$ cat src/rtl/fetch_pkg.sv
// Shared types and constants for the instruction fetch unit.
package fetch_pkg;

  typedef enum logic [1:0] {
    REQ  = 2'd0,
    WAIT = 2'd1,
    HOLD = 2'd2
  } fetch_state_t;

  localparam logic [31:0] PC_INC     = 32'd4;
  localparam logic [31:0] PC_R15_OFS = 32'd8;

  function automatic logic [31:0] word_align(input logic [31:0] addr);
    return addr & ~32'd3;
  endfunction

endpackage

$ cat src/rtl/fetch_pc_next.sv
// Next-PC adder: sequential pc+4, or branch target pc+8+imm, always word aligned.
module fetch_pc_next
  import fetch_pkg::*;
(
  input  logic [31:0] pc,
  input  logic        br_taken,
  input  logic [31:0] br_imm,
  output logic [31:0] next_pc
);

  logic [31:0] sum;

  always_comb begin
    sum     = br_taken ? (pc + PC_R15_OFS + br_imm) : (pc + PC_INC);
    next_pc = word_align(sum);
  end

endmodule

$ cat src/rtl/fetch_unit.sv
// Single-outstanding instruction fetch unit with branch redirect.
// Optional perf counters are built when FETCH_PERF_CNT_EN is defined.
//
// state | meaning
// REQ   | issue imem_req for pc this cycle
// WAIT  | waiting for imem_valid, capture imem_rdata into instr
// HOLD  | instr_valid high, instr/pc_out held until accepted
module fetch_unit
  import fetch_pkg::*;
#(
  parameter logic [31:0] RESET_PC = 32'h0000_0000
) (
  input  logic        clk,
  input  logic        reset,
  output logic        imem_req,
  output logic [31:0] imem_addr,
  input  logic        imem_valid,
  input  logic [31:0] imem_rdata,
  output logic        instr_valid,
  output logic [31:0] instr,
  input  logic        instr_ready,
  output logic [31:0] pc_out,
  output logic [31:0] pc_plus8,
  input  logic        br_taken,
  input  logic [31:0] br_imm
`ifdef FETCH_PERF_CNT_EN
  ,
  output logic [31:0] perf_fetch_cnt,
  output logic [31:0] perf_stall_cnt
`endif
);

  fetch_state_t state, state_nxt;
  logic [31:0]  pc;
  logic [31:0]  next_pc;
  logic         accept;

  fetch_pc_next u_pc_next (
    .pc       (pc),
    .br_taken (br_taken),
    .br_imm   (br_imm),
    .next_pc  (next_pc)
  );

  always_ff @(posedge clk or posedge reset) begin
    if (reset) begin
      state <= REQ;
      pc    <= word_align(RESET_PC);
      instr <= '0;
    end else begin
      state <= state_nxt;
      if (state == WAIT && imem_valid) instr <= imem_rdata;
      if (accept) pc <= next_pc;
    end
  end

  always_comb begin
    state_nxt   = state;
    imem_req    = 1'b0;
    instr_valid = 1'b0;
    accept      = 1'b0;
    case (state)
      REQ: begin
        imem_req  = 1'b1;
        state_nxt = WAIT;
      end
      WAIT: begin
        if (imem_valid) state_nxt = HOLD;
      end
      HOLD: begin
        instr_valid = 1'b1;
        accept      = instr_ready;
        if (instr_ready) state_nxt = REQ;
      end
      default: state_nxt = REQ;
    endcase
  end

  assign imem_addr = word_align(pc);
  assign pc_out    = pc;
  assign pc_plus8  = pc + PC_R15_OFS;

`ifdef FETCH_PERF_CNT_EN
  // Stall counts only WAIT cycles that did not receive the response.
  always_ff @(posedge clk or posedge reset) begin
    if (reset) begin
      perf_fetch_cnt <= '0;
      perf_stall_cnt <= '0;
    end else begin
      if (accept) perf_fetch_cnt <= perf_fetch_cnt + 32'd1;
      if (state == WAIT && !imem_valid) perf_stall_cnt <= perf_stall_cnt + 32'd1;
    end
  end
`endif

endmodule

$ cat config.mk
export PLATFORM = sky130hd
export DESIGN_NAME = fetch_unit
export DESIGN_NICKNAME = d
export VERILOG_FILES = /design/src/rtl/fetch_pkg.sv /design/src/rtl/fetch_pc_next.sv /design/src/rtl/fetch_unit.sv
export SDC_FILE = /design/constraint.sdc
export NUM_CORES = 1
export LEC_CHECK = 0
export ABC_AREA = 1
export CAP_MARGIN = 20
export CELL_PAD_IN_SITES_DETAIL_PLACEMENT = 1
export CELL_PAD_IN_SITES_GLOBAL_PLACEMENT = 1
export CORE_MARGIN = 2
export CORE_UTILIZATION = 33
export CTS_CLUSTER_SIZE = 14
export DETAILED_ROUTE_END_ITERATION = 12
export PLACE_DENSITY = 0.77
export RECOVER_POWER = 50
export SYNTH_ARGS = -nofsm -noshare
export SYNTH_HDL_FRONTEND = slang
export SYNTH_SLANG_ARGS = --single-unit
export TNS_END_PERCENT = 30
$ cat constraint.sdc
create_clock -name clk -period 3 [get_ports clk]
set_input_delay 0.6 -clock clk [delete_from_list [all_inputs] [get_ports clk]]
set_output_delay 0.6 -clock clk [all_outputs]
set_load 0.02 [all_outputs]
==> load_flow_metrics.sql <==
INSERT INTO impl_metrics (metric_group, metric, value, unit) VALUES
('timing', 'final-max-slew-violation-count', '0', ''),
('logic_synthesis', 'synth_seq_area_share', '24.81', '%'),
('worst_setup_path', 'r2r_start', 'pc_out[5]', ''),
('logic_synthesis', 'post_synth_inst_count', '949', ''),
('power_and_ir_drop', 'p_comb_share', '75.3', '%'),
('logic_synthesis', 'synth-compound-area-share', '10.76', '%'),
('logic_synthesis', 'yosys_register_bits', '64', ''),
('layout', 'area_delta_synth_final', '59.57', '%'),
('timing', 'post-route-worst-setup-slack', '-0.06419', 'ns'),
('power_and_ir_drop', 'irDropWorstVdd', '0.5137', 'mV'),
('worst_setup_path', 'setup.worst_path.end_class', 'output port', ''),
('hold_path', 'worstHoldPathType', 'reg -> reg', ''),
('routing', 'drt_first_pass_iters', '5', ''),
('power_and_ir_drop', 'pwr-share-clk', '10.2', '%'),
('logic_synthesis', 'yosys.area_share.simple', '32.98', '%'),
('placed_design', 'placedInstanceArea', '0.009279', 'mm2'),
('floorplanning', 'i_o_pins', '199', ''),
('layout', 'final.fill_count', '2392', ''),
('layout', 'multiInputGateArea', '0.004608', 'mm2'),
('floorplanning', 'start_util', '33.39', '%'),
('clock_network', 'insertion_delay', '0.34', 'ns'),
('global_route', 'globalRouteTotalUtil', '25.11', '%'),
('worst_setup_path', 'timing.setup.critical_path_class', 'reg -> out', ''),
('placed_design', 'io_buffer_count', '190', ''),
('logic_synthesis', 'synth_edf_count', '0', ''),
('routing', 'routed_wl', '27600', 'um'),
('timing', 'final.min_clock_period', '3.064', 'ns'),
('global_route', 'grt-ovfl-total', '0', ''),
('logic_synthesis', 'syn_area_per_cell', '6.803', 'um2'),
('routing', 'via_count', '7457', ''),
('hold_path', 'worst_hold_path.endpoint', 'state[0]', ''),
('timing', 'fraction_of_the_cycle_the_final_worst_path_needs', '102.1', '%'),
('routing', 'wire_per_inst', '18.34', 'um'),
('worst_setup_path', 'reg2reg_slack', '-0.04', 'ns'),
('timing', 'fmax', '326.4', 'MHz'),
('logic_synthesis', 'synth_area', '0.006456', 'mm2'),
('layout', 'net_total_in_the_final_layout', '1339', ''),
('clock_network', 'buffer_depth_of_the_longest_clock_path', '2', ''),
('layout', 'layout.cell_area.non_filler', '0.01030', 'mm2'),
('run_status', 'failed_checks', 'negative setup slack', ''),
('timing', 'setup_violations', '2', ''),
('logic_synthesis', 'ys.flop_type', 'dfrtp_1', ''),
('layout', 'antenna_cells', '0', ''),
('run_status', 'run_status', 'finished with violations', ''),
('routing', 'first_iter_violations', '315', ''),
('placed_design', 'gp_routability_congestion', '0.8843', ''),
('power_and_ir_drop', 'p_int', '5.902', 'mW'),
('timing', 'setup_skew_after_layout', '0.005795', 'ns'),
('clock_network', 'clkSlewWorstSetupHoldPaths', '0.06', 'ns'),
('logic_synthesis', 'share_of_async_settable_or_async_resettable_flops_after_synthesis', '100.0', '%'),
('worst_setup_path', 'critPathLaunchType', 'flip-flop', ''),
('routing', 'remaining_drc_errors', '0', ''),
('timing', 'slew_headroom', '25.78', '%'),
('placed_design', 'detailedPlacementHpwl', '20960', 'um'),
('floorplanning', 'chipHeight', '143.9', 'um'),
('worst_setup_path', 'worstReg2RegEnd', 'pc_out[31]', ''),
('clock_network', 'cts_inserted_buffers', '9', ''),
('power_and_ir_drop', 'switchingPower', '5.785', 'mW'),
('hold_path', 'hold_depth', '1', ''),
('timing', 'least_margin_pin_slew', '1.112', 'ns'),
('clock_network', 'cts_num_sinks', '64', ''),
('logic_synthesis', 'post_synth_cell_types', '51', ''),
('timing', 'rsz0062_at_grt', 'true', ''),
('power_and_ir_drop', 'power_switching_share', '49.50', '%'),
('logic_synthesis', 'yosys.area_share.adder', '6.899', '%'),
('global_route', 'grt_first_pass_wirelength', '39950', 'um'),
('hold_path', 'hold_start', 'state[1]', ''),
('routing', 'ant_nets', '0', ''),
('logic_synthesis', 'yosys_warnings', '0', ''),
('power_and_ir_drop', 'power_frac_seq', '14.6', '%'),
('global_route', 'antenna_violations_before_repair', '0', '');
==> stage by stage <==
stage / TNS [ns] / std cells / setup WS [ns] / utilization, %
after floorplan: 0 / 954 / 0.008173 / -
after global placement: -0.2692 / 1472 / -0.1252 / 47.99
after detailed placement: -1.355 / 1472 / -0.1968 / 47.99
after CTS: -0.1446 / 1489 / -0.08908 / 50.25
after global routing: -2.135 / 1505 / -0.1959 / 53.28
final: -0.1038 / 1505 / -0.06419 / 53.28
==> cell usage after synthesis (3+ instances only) <==
cell | instances | area [um2]
nand2_2 | 12 | 75.07
a22oi_1 | 4 | 30.03
nor3_1 | 7 | 35.03
a21oi_1 | 55 | 275.3
buf_4 | 39 | 292.8
nor2_2 | 7 | 43.79
nor2_4 | 9 | 101.4
inv_2 | 7 | 26.28
o31ai_1 | 3 | 22.52
a31oi_1 | 4 | 25.02
nand4_1 | 11 | 68.82
inv_1 | 126 | 473.0
o21ai_1 | 3 | 15.01
nor2_1 | 76 | 285.3
mux2_2 | 32 | 360.4
nand3b_1 | 9 | 67.56
clkbuf_1 | 6 | 22.52
o21ai_0 | 24 | 120.1
o21bai_1 | 6 | 45.04
a2bb2oi_1 | 5 | 43.79
xor2_1 | 37 | 324.1
buf_2 | 8 | 40.04
nand3_1 | 54 | 270.3
a21boi_0 | 5 | 37.54
nand2_1 | 274 | 1028
ha_1 | 34 | 425.4
dfrtp_1 | 64 | 1602
==> worst max path at each step <==
stage | cells past startpoint | to | slack (ns)
final | 9 | pc_plus8[12] | -0.06
after global routing | 21 | pc_out[31] | -0.20
after CTS | 21 | pc_out[31] | -0.09
after detailed placement | 19 | pc_out[28] | -0.20
after global placement | 19 | pc_out[28] | -0.13
after floorplan | 18 | pc_out[29] | 0.008
==> routing by layer <==
| layer | wire length (um) | share of wire [%] | global-route usage, % | vias to the layer above |
|---|---|---|---|---|
| li1 | - | - | - | 3549 |
| met1 | 11840 | 43 | 32.19 | 3656 |
| met2 | 13880 | 50 | 44.64 | 205 |
| met3 | 1058 | 3.8 | 2.799 | 47 |
| met4 | 825 | 3.0 | 6.811 | 0 |
| met5 | 0 | 0 | 0 | - |
==> registers in the layout (all words and copies together), names as in the netlist <==
| name | cells |
|---|---|
| instr | 32 |
| state | 2 |
| pc_out | 30 |
==> kinds of logic (layout without fill, tap and decap cells) <==
kind of cell               after synthesis  after routing
and+or+nand+nor                        471            471
buffers and inverters                  189            475
AOI/OAI and AO/OA                      118            118
DFF                                     64             64
xor gates and xnor gates                39             39
adders and majority gates               35             35
muxes                                   32             32
other                                    1              6
==> critical path, stage by stage, from the launching register on <==
cell	delay, ns
dfrtp_2	0.41
buf_4	0.13
nand2_2	0.05
nor2_1	0.18
inv_2	0.09
nor3_4	0.25
xor2_2	0.23
inv_1	0.12
buf_4	0.14
clkdlybuf4s50_1	0.53
==> final cells by class <==
class,instances,area share [%]
repair buffers,325,28.29
well taps,265,3.218
flip-flops and latches,64,15.70
clock buffers,9,2.186
inverters,134,4.882
clock inverters,7,0.9959
multi-input cells,701,44.73
==> repair_timing <==
item,4_1_cts,5_1_grt
resized for setup,47,126
setup buffers,1,16
pin swaps,4,33
endpoints found under the setup margin,33,36
==> power groups by stage <==
stage	registers [mW]	clock network (mW)	logic [mW]
final	1.70	1.19	8.80
after detailed placement	1.69	0	8.04
after global placement	1.66	0	7.85
after floorplan	2.19	0	3.95
after global routing	1.76	1.23	9.46
after CTS	1.69	1.20	8.15
==> placed cells by master (no fill, tap or decap), types with 20 or more instances in the layout <==
master,instances
buf_4,131
nor2_1,49
nand2_2,33
nand3_1,48
inv_1,123
o21ai_0,20
clkdlybuf4s50_1,153
a21oi_1,40
nor2_2,25
xor2_1,26
dfrtp_1,51
nand2_1,250
mux2_2,32
No activity file was read; power rests on OpenSTA's default activity.
